`config.mk`:
```
export PLATFORM = sky130hd
export DESIGN_NAME = simon_sequence_player
export DESIGN_NICKNAME = d
export VERILOG_FILES = /design/src/rtl/simon_pkg.sv /design/src/rtl/simon_sequence_player_phase_timer.sv /design/src/rtl/simon_sequence_player.sv
export SDC_FILE = /design/constraint.sdc
export NUM_CORES = 1
export LEC_CHECK = 0
export ABC_AREA = 1
export ABC_CLOCK_PERIOD_IN_PS = 2600
export CORE_ASPECT_RATIO = 0.6
export CORE_UTILIZATION = 50
export DETAILED_ROUTE_END_ITERATION = 10
export GPL_TIMING_DRIVEN = 0
export PLACE_DENSITY = 0.78
export SLEW_MARGIN = 15
export SYNTH_ARGS = -nofsm -noshare
export SYNTH_HDL_FRONTEND = slang
export SYNTH_SLANG_ARGS = --single-unit
```
`constraint.sdc`:
```
create_clock -name i_Clk -period 2.6 [get_ports i_Clk]
set_input_delay 0.26 -clock i_Clk [delete_from_list [all_inputs] [get_ports i_Clk]]
set_output_delay 0.26 -clock i_Clk [all_outputs]
set_load 0.05 [all_outputs]
```
`src/rtl/simon_pkg.sv`:
```
// Shared types and constants for the Simon Says pattern player.
package simon_pkg;

    localparam int NUM_LEDS = 4;

    // Colour codes double as LED bit indices.
    localparam logic [1:0] GREEN  = 2'd0;
    localparam logic [1:0] RED    = 2'd1;
    localparam logic [1:0] YELLOW = 2'd2;
    localparam logic [1:0] BLUE   = 2'd3;

    typedef enum logic [2:0] {
        IDLE = 3'd0,
        LOAD = 3'd1,
        ON   = 3'd2,
        GAP  = 3'd3,
        DONE = 3'd4
    } state_t;

    // Map a colour code to its one-hot LED vector.
    function automatic logic [NUM_LEDS-1:0] colour_one_hot(input logic [1:0] colour);
        return NUM_LEDS'(1) << colour;
    endfunction

endpackage

```
`src/rtl/simon_sequence_player_phase_timer.sv`:
```
// Terminal-count cycle timer shared by the LED-on and gap phases.
// Counts 0..i_Terminal while enabled; o_Expired flags the terminal cycle and
// the count reloads to 0 on that same edge, so it never wraps.
module phase_timer #(
    parameter int W = 2
) (
    input  logic         i_Clk,
    input  logic         i_Reset,
    input  logic         i_Clear,
    input  logic         i_Enable,
    input  logic [W-1:0] i_Terminal,
    output logic         o_Expired
);

    logic [W-1:0] count_q;

    assign o_Expired = i_Enable && (count_q == i_Terminal);

    // Count up while enabled; clear or terminal match reloads zero.
    always_ff @(posedge i_Clk or posedge i_Reset) begin
        if (i_Reset) begin
            count_q <= '0;
        end else if (i_Clear || o_Expired) begin
            count_q <= '0;
        end else if (i_Enable) begin
            count_q <= count_q + W'(1);
        end
    end

endmodule

```
`src/rtl/simon_sequence_player.sv`:
```
// Plays a stored Simon Says colour pattern on four LEDs with timed on/gap
// phases. Outputs are registered from the current state, so they trail the
// state register by one cycle; an abort clears them on the abort edge itself.
module simon_sequence_player
    import simon_pkg::*;
#(
    parameter int MAX_LEN  = 16,
    parameter int CLKS_ON  = 12500000,
    parameter int CLKS_GAP = 2500000,
    localparam int STEP_W  = (MAX_LEN > 1) ? $clog2(MAX_LEN) : 1,
    localparam int LEN_W   = $clog2(MAX_LEN + 1)
) (
    input  logic                i_Clk,
    input  logic                i_Reset,
    input  logic                i_Wr_En,
    input  logic [STEP_W-1:0]   i_Wr_Addr,
    input  logic [1:0]          i_Wr_Data,
    input  logic [LEN_W-1:0]    i_Length,
    input  logic                i_Start,
    input  logic                i_Abort,
    output logic [NUM_LEDS-1:0] o_LED,
    output logic                o_Busy,
    output logic                o_Done,
    output state_t              o_State   // debug view of the FSM state
);

    localparam int TMR_MAX = (CLKS_ON > CLKS_GAP) ? CLKS_ON : CLKS_GAP;
    localparam int TMR_W   = (TMR_MAX > 1) ? $clog2(TMR_MAX) : 1;

    localparam logic [TMR_W-1:0] ON_TERM  = TMR_W'(CLKS_ON - 1);
    localparam logic [TMR_W-1:0] GAP_TERM = TMR_W'(CLKS_GAP - 1);

    state_t              state_q, state_d;
    logic [LEN_W-1:0]    len_q;
    logic [STEP_W-1:0]   step_q;
    logic [1:0]          pattern [MAX_LEN];

    logic                tmr_clear, tmr_en, tmr_expired;
    logic [TMR_W-1:0]    tmr_term;
    logic                load_len, step_inc;
    logic                abort_now, last_step;
    logic [LEN_W-1:0]    len_clamped;
    logic [NUM_LEDS-1:0] led_d;
    logic                busy_d, done_d;

    assign o_State     = state_q;
    assign abort_now   = i_Abort && (state_q != IDLE);
    assign len_clamped = (i_Length > LEN_W'(MAX_LEN)) ? LEN_W'(MAX_LEN) : i_Length;
    assign last_step   = (LEN_W'(step_q) == (len_q - LEN_W'(1)));

    phase_timer #(.W(TMR_W)) u_timer (
        .i_Clk      (i_Clk),
        .i_Reset    (i_Reset),
        .i_Clear    (tmr_clear),
        .i_Enable   (tmr_en),
        .i_Terminal (tmr_term),
        .o_Expired  (tmr_expired)
    );

    // Pattern writes only while fully idle (state and busy flag), so the
    // stored pattern cannot change under an active or finishing playback.
    always_ff @(posedge i_Clk) begin
        if (i_Wr_En && (state_q == IDLE) && !o_Busy) begin
            pattern[i_Wr_Addr] <= i_Wr_Data;
        end
    end

    // State, latched length and step index.
    always_ff @(posedge i_Clk or posedge i_Reset) begin
        if (i_Reset) begin
            state_q <= IDLE;
            len_q   <= '0;
            step_q  <= '0;
        end else begin
            state_q <= state_d;
            if (load_len) begin
                len_q  <= len_clamped;
                step_q <= '0;
            end else if (step_inc) begin
                step_q <= step_q + STEP_W'(1);
            end
        end
    end

    // Next-state and timer control; abort overrides every other transition.
    always_comb begin
        state_d   = state_q;
        tmr_clear = 1'b0;
        tmr_en    = 1'b0;
        tmr_term  = ON_TERM;
        load_len  = 1'b0;
        step_inc  = 1'b0;
        if (abort_now) begin
            state_d   = IDLE;
            tmr_clear = 1'b1;
        end else begin
            case (state_q)
                IDLE: begin
                    tmr_clear = 1'b1;
                    if (i_Start) begin
                        load_len = 1'b1;
                        state_d  = LOAD;
                    end
                end
                LOAD: begin
                    tmr_clear = 1'b1;
                    state_d   = (len_q == '0) ? DONE : ON;
                end
                ON: begin
                    tmr_en   = 1'b1;
                    tmr_term = ON_TERM;
                    if (tmr_expired) state_d = GAP;
                end
                GAP: begin
                    tmr_en   = 1'b1;
                    tmr_term = GAP_TERM;
                    if (tmr_expired) begin
                        if (last_step) begin
                            state_d = DONE;
                        end else begin
                            step_inc = 1'b1;
                            state_d  = ON;
                        end
                    end
                end
                DONE: begin
                    tmr_clear = 1'b1;
                    state_d   = IDLE;
                end
                default: begin
                    tmr_clear = 1'b1;
                    state_d   = IDLE;
                end
            endcase
        end
    end

    // Output values derived from the current state, blanked on abort.
    always_comb begin
        led_d  = '0;
        busy_d = 1'b0;
        done_d = 1'b0;
        if (!abort_now) begin
            if (state_q == ON) led_d = colour_one_hot(pattern[step_q]);
            busy_d = (state_q != IDLE);
            done_d = (state_q == DONE);
        end
    end

    // Registered outputs.
    always_ff @(posedge i_Clk or posedge i_Reset) begin
        if (i_Reset) begin
            o_LED  <= '0;
            o_Busy <= 1'b0;
            o_Done <= 1'b0;
        end else begin
            o_LED  <= led_d;
            o_Busy <= busy_d;
            o_Done <= done_d;
        end
    end

endmodule
```
# Word level (Yosys, flattened, before mapping)
# Memory sizes are Yosys's and may differ from the RTL's.
# Cells that the tools add are included.
# op_classes
addsub	3
order_cmp	1
n_eq_ne	9
n_shift	1
n_mux	31
reduce_logical	13
# op_table
operator	n
24-bit 2-to-1 mux	4
24-bit by 1-bit adder with 24-bit output (second input constant)	1
24-bit == test	1
3-bit 2-to-1 mux	6
4-bit 2-to-1 mux	4
1-bit 2-to-1 mux	15
3-bit case mux with 4 select lines	1
3-bit by 2-bit == test with 1-bit output (second input constant)	2
3-bit by 2-bit inequality test with 1-bit output (second input constant)	2
4-bit by 5-bit == test with 1-bit output	1
5-bit greater-than comparator (second input constant)	1
5-bit logical NOT	1
5-bit 2-to-1 mux	1
5-bit by 1-bit subtractor with 5-bit output (second input constant)	1
4-bit by 1-bit adder with 4-bit output (second input constant)	1
1-bit logical AND	4
2-bit nonzero test	2
1-bit by 2-bit left shift with 4-bit output (first input constant)	1
3-bit by 1-bit == test with 1-bit output (second input constant)	1
3-bit == test (second input constant)	1
3-bit logical NOT	1
3-bit inequality test (second input constant)	1
3-bit AND reduction	1
3-bit nonzero test	1
other kinds (3)	3
# totals
ff_bits	42
ram_bits	32
input_bits	16
out_inout_bits	9
memories	1
# memory_table
memory	depth	width	read_ports	rd_ports_with_merged_regs	write_ports	line	source
pattern	16	2	1	0	1	simon_sequence_player.sv:36	logic [1:0] pattern [MAX_LEN];

# Depth between registers and ports, before layout
# Gate-level depths: netlist (run 1).
# logic_depth
word_depth	10
depth_mapped	13

# Hierarchy
# Synthesis (run 1) repeated with hierarchy kept, for this count alone.
# hier_totals
hier_cells	586
hier_area_um2	4540.6
# by_module_without_submodules
mod	instances	cells_each	area_each_um2
simon_sequence_player	1	277	2504.9
phase_timer	1	309	2035.7

# Least setup slack after synthesis (run 1)
# Ideal clock, no wire load.
# synth_timing
path_kind	register to register
startpoint	register state_q[0], in the netlist o_State[0]
endpoint	memory pattern[12][0], enable pin
setup_time_ns	0.309
arrival_ns	1.603
required_ns	2.291
slack_ns	0.688
path_stages_with_launch	9
n_path_buf	1
period_less_slack_ns	1.912
path_cell_list	dfrtp_1 -> buf_4 -> nor2_1 -> nand2_1 -> inv_1 -> nand2_1 -> nor2_1 -> nand3_1 -> nor2_1
# synth_via
elab_chain_cells	5
# synth_lines
element	line	source
from (decl)	simon_sequence_player.sv:33	state_t state_q, state_d;
from (signal assigned)	simon_sequence_player.sv:75	state_q <= state_d;
3-bit logical NOT	simon_sequence_player.sv:63	if (i_Wr_En && (state_q == IDLE) && !o_Busy) begin
1-bit logical AND (2 in a row)	simon_sequence_player.sv:63	
1-bit 2-to-1 mux	simon_sequence_player.sv:63	
1-bit 2-to-1 mux (not written as such)	simon_sequence_player.sv:64	pattern[i_Wr_Addr] <= i_Wr_Data;
to (decl)	simon_sequence_player.sv:36	
# Every way passes these cells.

# Worst setup path in the final report (run 1)
# layout_timing
startpoint	register state_q[0], in the netlist o_State[0]
endpoint	memory pattern[15][0], enable pin
# The elaborated chain is that of the path after synthesis.

==> results of run 1 <==
-- per-stage QoR --
step / util, % / instances
after global routing: 61.6 / 572
after floorplan: - / 427
after CTS: 61.6 / 572
final: 61.6 / 572
after detailed placement: 57.3 / 556
after global placement: 56.9 / 555
-- layer usage --
metal	wire length [um]	up-vias	part of all wire, %
li1	-	1490	-
met1	4330	1520	47
met2	3820	162	41
met3	904	19	9.8
met4	159	0	1.7
met5	0	-	0
-- power by group through the flow --
| stage | Combinational (uW) | Clock, uW | Sequential, uW |
|---|---|---|---|
| finish | 909 | 1350 | 1380 |
| detailed placement | 891 | 0 | 1390 |
| CTS | 897 | 1360 | 1370 |
| floorplan | 551 | 0 | 1470 |
| global placement | 847 | 0 | 1390 |
| global route | 1000 | 1410 | 1390 |
-- kinds of logic (layout without fill, tap and decap cells) --
| family | Yosys count | count (layout) |
|---|---|---|
| simple gates | 221 | 221 |
| fa+ha+maj | 4 | 4 |
| xor+xnor | 5 | 5 |
| flops | 74 | 74 |
| buf+inv | 60 | 101 |
| compound gates | 63 | 63 |
-- flip-flops by register name, summed over array words and instances (netlist names) --
signal and count:
o_Busy 1, pattern 32, o_Done 1, o_State 3, step_q 4, len_q 5, o_LED 4, u_timer.count_q 24
-- worst paths after layout --
path                            slack [ns]                from                   to  cells past startpoint
worst min-delay path                  0.30             i_Reset             len_q[2]                      2
max in group asynchronous             1.80             i_Reset  u_timer.count_q[18]                      3
worst min register to register        0.52  u_timer.count_q[0]   u_timer.count_q[0]                      1
worst max-delay path                  0.53          o_State[0]       pattern[15][0]                      8
min in group i_Clk                    0.52  u_timer.count_q[0]   u_timer.count_q[0]                      1
worst max register to register        0.53          o_State[0]       pattern[15][0]                      8
-- layout make-up --
cell class	instances	area (sq um)	area share (%)
plain buffers	9	52.6	1.17
clock inverters	6	91.3	2.03
flip-flops and latches	74	2010	44.7
well taps	104	130	2.89
multi-input cells	293	1520	33.9
repair buffers	25	268	5.95
inverters	51	191	4.26
clock buffers	10	229	5.09
-- critical path, cell delays in order (launching register included) --
cell     delay, ns
dfrtp_1       0.38
buf_4         0.17
nor2_1        0.14
nand2_1       0.11
inv_1         0.16
nand2_1       0.07
nor2_1        0.22
nand3_1       0.20
nor2_1        0.29
-- placed cells by master (no fill, tap or decap), types with 2 or more instances in the layout --
cell,Yosys,final
a21oi_1,7,7
a21oi_2,6,6
buf_2,6,6
bufinv_16,0,2
clkbuf_1,1,2
clkbuf_16,0,9
clkdlybuf4s50_1,0,24
clkinv_4,0,3
dfrtp_1,42,42
edfxtp_1,32,32
ha_1,4,4
inv_1,43,42
inv_2,7,8
nand2_1,75,75
nand2_2,5,5
nand3_1,22,22
nand3_2,3,3
nand3_4,2,2
nand4_1,5,5
nor2_1,86,86
nor2_2,5,5
nor2_4,3,3
nor3_1,9,9
nor3_4,2,2
o211ai_1,4,4
o21ai_0,25,25
o21ai_1,5,5
o21ai_2,5,5
o221ai_1,4,4
o22ai_1,4,4
xor2_1,4,4
==> key figures, run 1 <==
Outcome
  – Status: finished clean

Worst setup path
  – Critical Path End Type: flop
  – Setup crit start kind: flop
  – Crit path DAT: 2.09 ns
  – CP required: roughly 2.6 ns
  – Crit path max fanout: 8
  – Kind of critical path: reg2reg

Floorplan
  – Starting Density: between 50% and 60%
  – Core footprint: between 7000 and 8000 sq um
  – Die X: ~110 um
  – I/O Pins: 25
  – Die Ht: roughly 70 um
  – Die ar.: 7920 sq um
  – Cell Rows: 24

Synthesis
  – Avg Inst Size Synth: between 8 and 9 sq um
  – Synth Area in Compound Gates: about a tenth
  – EDFF count, synth: 32
  – Adder-Cell Fraction of Synth Area: 1.32%
  – Post-Synth Simple-Gate Area: 27.3%
  – Cell Area, Synth: roughly 3800 sq um
  – Most common cell in the netlist: nor2_1
  – Largest family of logic cells by synthesized area: simple AND/OR/NAND/NOR gates
  – Gate Count Post-Synth: around 430
  – Yosys warnings: 0
  – Cell variety after synth: 38
  – Synth async-reset ratio: around 57%
  – Seq cells post-synth: 74
  – Syn Nets: about 450
  – Sequential share of the synthesized area: between 50 and 60%
  – Most instantiated cells after synthesis: nor2_1 (86), nand2_1 (75), inv_1 (43), dfrtp_1 (42), edfxtp_1 (32)
  – Synth Area in XOR/XNOR: 1.16%
  – Top cells by area, synth: dfrtp_1 (28%), edfxtp_1 (25%), nor2_1 (8.5%), nand2_1 (7.4%), inv_1 (4.3%)
  – Multiplexer share of the synthesized area: 0%
  – Ys flop type: dfrtp_1
  – Yosys top cell area share: 27.8%
  – Synth area leader: dfrtp_1

Pwr
  – Pleak: approximately 0.0018 uW
  – Power, Total: ~3600 uW
  – Switching fraction of total power: about 33%
  – Clock power frac: a little under two fifths
  – Psw: ~1200 uW
  – Flop pwr share: about 38%
  – Worst-case vdd ir drop: a little over 400 uV
  – Pwr dens: between 800 and 900 nW/um^2
  – Internal: roughly 2400 uW
  – Comb pwr share: about 25%

Clock tree
  – # Post-CTS Setup Buffers: 0
  – Total CTS buffers: 9
  – CTS resizes: 0
  – CTS tree: built
  – Clock sink count: 74
  – Hold-fix buffers, CTS: 0
  – Root Driver: clkbuf_16
  – CTS max path bufs: 2
  – Worst-path clk slew: 0.06 ns
  – Clock latency on the worst-skew pair: 0.34 ns
  – H-tree depth: 3

Global routing
  – Initial antenna violation count: 0
  – Largest net degree at the start of global routing: 26
  – Gr busiest metal: met1
  – GR Util met1: about 39%
  – Vias in the first global route: ~3.1k
  – GRT Total Usage: about a quarter
  – Remaining global-route overflow: 0
  – Met3 Resource Use GR: 7.26%
  – First-pass GRT wire length: ~15 mm
  – Met2 Track Usage GR: between 30% and 40%

Run
  – Max Cap Viol: 0

STA
  – RSZ-0062 raised after global routing: false
  – Final period utilization: 79.6%
  – Tightest Pin Transition: 0.595 ns
  – Setup Skew: roughly 0.0089 ns
  – Max_slew headroom: around three fifths
  – Final count of hold timing violations: 0
  – Fmax: slightly below 500 MHz
  – Slew Limit Fails: 0
  – Final WS setup: about 0.53 ns
  – WHS: between 0.3 and 0.4 ns
  – Post-Route Setup TNS: 0 ns
  – Post-layout min period: about 2.1 ns
  – Finish-stage setup viols: 0

Routing
  – Drt pass-1 iters: 5
  – Via count: 3191
  – DRC errors left: 0
  – Final wirelength: around 9 mm
  – DR vias/cell: roughly 5.6
  – Drt wl/cell: about 16 um
  – Iter 0 DRT Violations: ~440
  – ANT nets after route: 0

Cells and area
  – Design Area, Final: around 4500 sq um
  – Final nets: approximately 480
  – ANT cells: 0
  – Area Growth Syn to Fin: 19.0%
  – Layout cells sized above 1: 14.1%
  – Fill cell count: just under 600

Placement
  – Post-placement cell area: approximately 4200 sq um
  – Setup WS pre-CTS: around 0.61 ns
  – PortBufs: 24
  – GPL Wtd Cong: around 0.86
  – Dpl hpwl: 6.50 mm

Hold path
  – Min-delay worst type: in2async
Note: power is estimated with default switching activity, not from simulation.
==> run 2: changes to the inputs <==
ABC_CLOCK_PERIOD_IN_PS = 1850   (was 2600)
PLACE_DENSITY = 0.81   (was 0.78)
clock period = 1.85 ns   (was 2.6 ns; I/O delays follow)
==> key figures, run 2 (same netlist as run 1, synthesis figures left out) <==
Outcome
  – Status: finished clean

Floorplan
  – Die Ht: 69.4 um (unchanged)
  – Core footprint: 7300 sq um (unchanged)
  – Die ar.: 7920 sq um (unchanged)
  – Die X: 114 um (unchanged)
  – Cell Rows: 24 (unchanged)
  – I/O Pins: 25 (unchanged)
  – Starting Density: 51.8% (unchanged)

Routing
  – DRC errors left: 0 (unchanged)
  – Via count: 3166 (-0.78%)
  – DR vias/cell: 5.48 (-1.8%)
  – Drt pass-1 iters: 7 (+2)
  – Drt wl/cell: 14.9 um (-7.7%)
  – ANT nets after route: 0 (unchanged)
  – Final wirelength: 8.59 mm (-6.7%)
  – Iter 0 DRT Violations: 448 (+2.3%)

Cells and area
  – Largest regs: pattern (32), u_timer.count_q (24), len_q (5)
  – Final nets: 489 (+1.2%)
  – Most common cell after layout, fill and taps aside: nand2_1
  – Design Area, Final: 4650 sq um (+3.3%)
  – Reg with most FFs: pattern
  – Most frequent cells in the layout: nand2_1 (71), nor2_1 (68), inv_1 (41)
  – Layout cells sized above 1: 21.9% (+7.8 points)
  – Number of flip-flops in the largest register: 32 (unchanged)
  – ANT cells: 0 (unchanged)
  – Area Growth Syn to Fin: 23.0%

Clock tree
  – CTS max path bufs: 2 (unchanged)
  – Worst-path clk slew: 0.06 ns (about the same)
  – CTS tree: built
  – H-tree depth: 3 (unchanged)
  – Clock latency on the worst-skew pair: 0.33 ns (about the same)
  – Clock sink count: 74 (unchanged)
  – Total CTS buffers: 9 (unchanged)
  – Root Driver: clkbuf_16

Worst setup path
  – Worst path cell trace: inv_1, ha_1, nand2_1, nand2_1, nor2_1, nand3_1, nor2_4, nor2_4, nand2_2, nand2_1, nand2_1, nor2_1
  – Worst reg-to-reg path cell count: 12 (+4)
  – Kind of critical path: reg2reg
  – Most used cell, CP: nand2_1
  – Crit path max fanout: 7 (-1)
  – Crit path DAT: 2.00 ns (-0.09 ns)
  – Cell depth of the worst setup path: 12 (+4)
  – Critical Path End Type: flop
  – CP bufs+invs: 1 (-1)
  – Critical path's top delay family: simple AND/OR/NAND/NOR gates
  – CP required: 2.08 ns (-0.54 ns)
  – CP max stage cell: dfrtp_1
  – Setup crit start kind: flop
  – Critical path's largest stage delay: 0.39 ns (about the same)

STA
  – Tightest Pin Transition: 0.563 ns (-0.0328 ns)
  – Setup Skew: 0.00618 ns (-0.00269 ns)
  – WHS: 0.127 ns (-0.174 ns)
  – Post-layout min period: 1.78 ns (-0.293 ns)
  – Final period utilization: 96.0% (+16 points)
  – Final count of hold timing violations: 0 (unchanged)
  – Slew Limit Fails: 0 (unchanged)
  – Final WS setup: 0.0734 ns (-0.457 ns)
  – Max_slew headroom: 62.4% (+2.1 points)
  – Finish-stage setup viols: 0 (unchanged)
  – Fmax: 563 MHz (+17%)

Global routing
  – Largest net degree at the start of global routing: 31 (+19%)
  – Vias in the first global route: 2883 (-6.3%)
  – GRT Total Usage: 22.9% (-2.6 points)
  – First-pass GRT wire length: 13.9 mm (-8.3%)
  – Remaining global-route overflow: 0 (unchanged)
  – Initial antenna violation count: 0 (unchanged)

Placement
  – GPL Wtd Cong: 0.940 (+8.8%)
  – PortBufs: 24 (unchanged)
  – Post-placement cell area: 4170 sq um (-0.15%)
  – Dpl hpwl: 6.13 mm (-5.7%)
  – Setup WS pre-CTS: -0.169 ns (-0.775 ns)

Hold path
  – Min-delay worst type: in2async

Run
  – Max Cap Viol: 0 (unchanged)

Pwr
  – Pleak: 0.00186 uW (+0.98%)
  – Pwr dens: 1070 nW/um^2 (+33%)
  – Worst-case vdd ir drop: 590 uV (+46%)
==> run 2: changes by cell type in the layout (fill, tap and decap cells not counted), sizes merged <==
cell and change:
clkinvlp +2, clkdlybuf4s50 -2, dlygate4sd2 +2, bufinv -2
clkinv -4, inv +5, buf +5
==> run 2: timing repair <==
| item | 4_1_cts | 5_1_grt |
|---|---|---|
| endpoints found under the setup margin | 34 | 43 |
| gates resized for setup | 9 | 40 |
| endpoints found under the hold margin | 0 | 0 |
| setup buffers | 0 | 6 |
| pin swaps | 0 | 10 |
| hold buffers | 0 | 0 |
==> run 2: where the power goes <==
group / leakage [uW] / switching (uW) / internal (uW)
Clock: 0.000135 / 719 / 929
Sequential: 0.000859 / 108 / 1830
Combinational: 0.000870 / 933 / 466
Total: 0.00186 / 1760 / 3220
==> run 2: layout make-up <==
type | count | area, sq um
Fill cell | 577 | 2650
Inverter | 51 | 194
Timing Repair Buffer | 31 | 303
Sequential cell | 74 | 2010
Clock buffer | 9 | 225
Buffer | 9 | 61.3
Multi-Input combinational cell | 293 | 1660
Tap cell | 104 | 130
Clock inverter | 7 | 58.8
==> run 2: worst reg2reg max path: stages (launching register included) <==
cell,delay (ns)
dfrtp_1,0.39
inv_1,0.14
ha_1,0.27
nand2_1,0.08
nand2_1,0.05
nor2_1,0.11
nand3_1,0.13
nor2_4,0.17
nor2_4,0.08
nand2_2,0.09
nand2_1,0.06
nand2_1,0.06
nor2_1,0.05
==> run 2: final timing paths <==
path / slack [ns] / to / start
min in group i_Clk: 0.48 / len_q[1] / i_Length[1]
min reg2reg: 0.54 / u_timer.count_q[16] / u_timer.count_q[16]
min: 0.13 / u_timer.count_q[15] / i_Reset
max reg2reg: 0.07 / step_q[1] / len_q[0]
max in group asynchronous: 1.25 / o_State[0] / i_Reset
max: 0.07 / step_q[1] / len_q[0]
==> run 2: metal layers <==
| layer | track usage (%) | vias up | part of all wire, % |
|---|---|---|---|
| li1 | - | 1505 | - |
| met1 | 35.4 | 1488 | 50 |
| met2 | 31.6 | 157 | 41 |
| met3 | 5.07 | 16 | 7.3 |
| met4 | 7.65 | 0 | 1.6 |
| met5 | 0 | - | 0 |
==> run 2: stage by stage <==
step / setup TNS, ns / total power [uW] / util [%] / cells
finish: 0 / 4980 / 63.7 / 578
floorplan: 0 / 2840 / - / 427
CTS: 0 / 4840 / 61.4 / 572
global route: -0.0654 / 5200 / 63.7 / 578
global placement: -9.10 / 3140 / 56.9 / 555
detailed placement: -2.72 / 3190 / 57.2 / 556
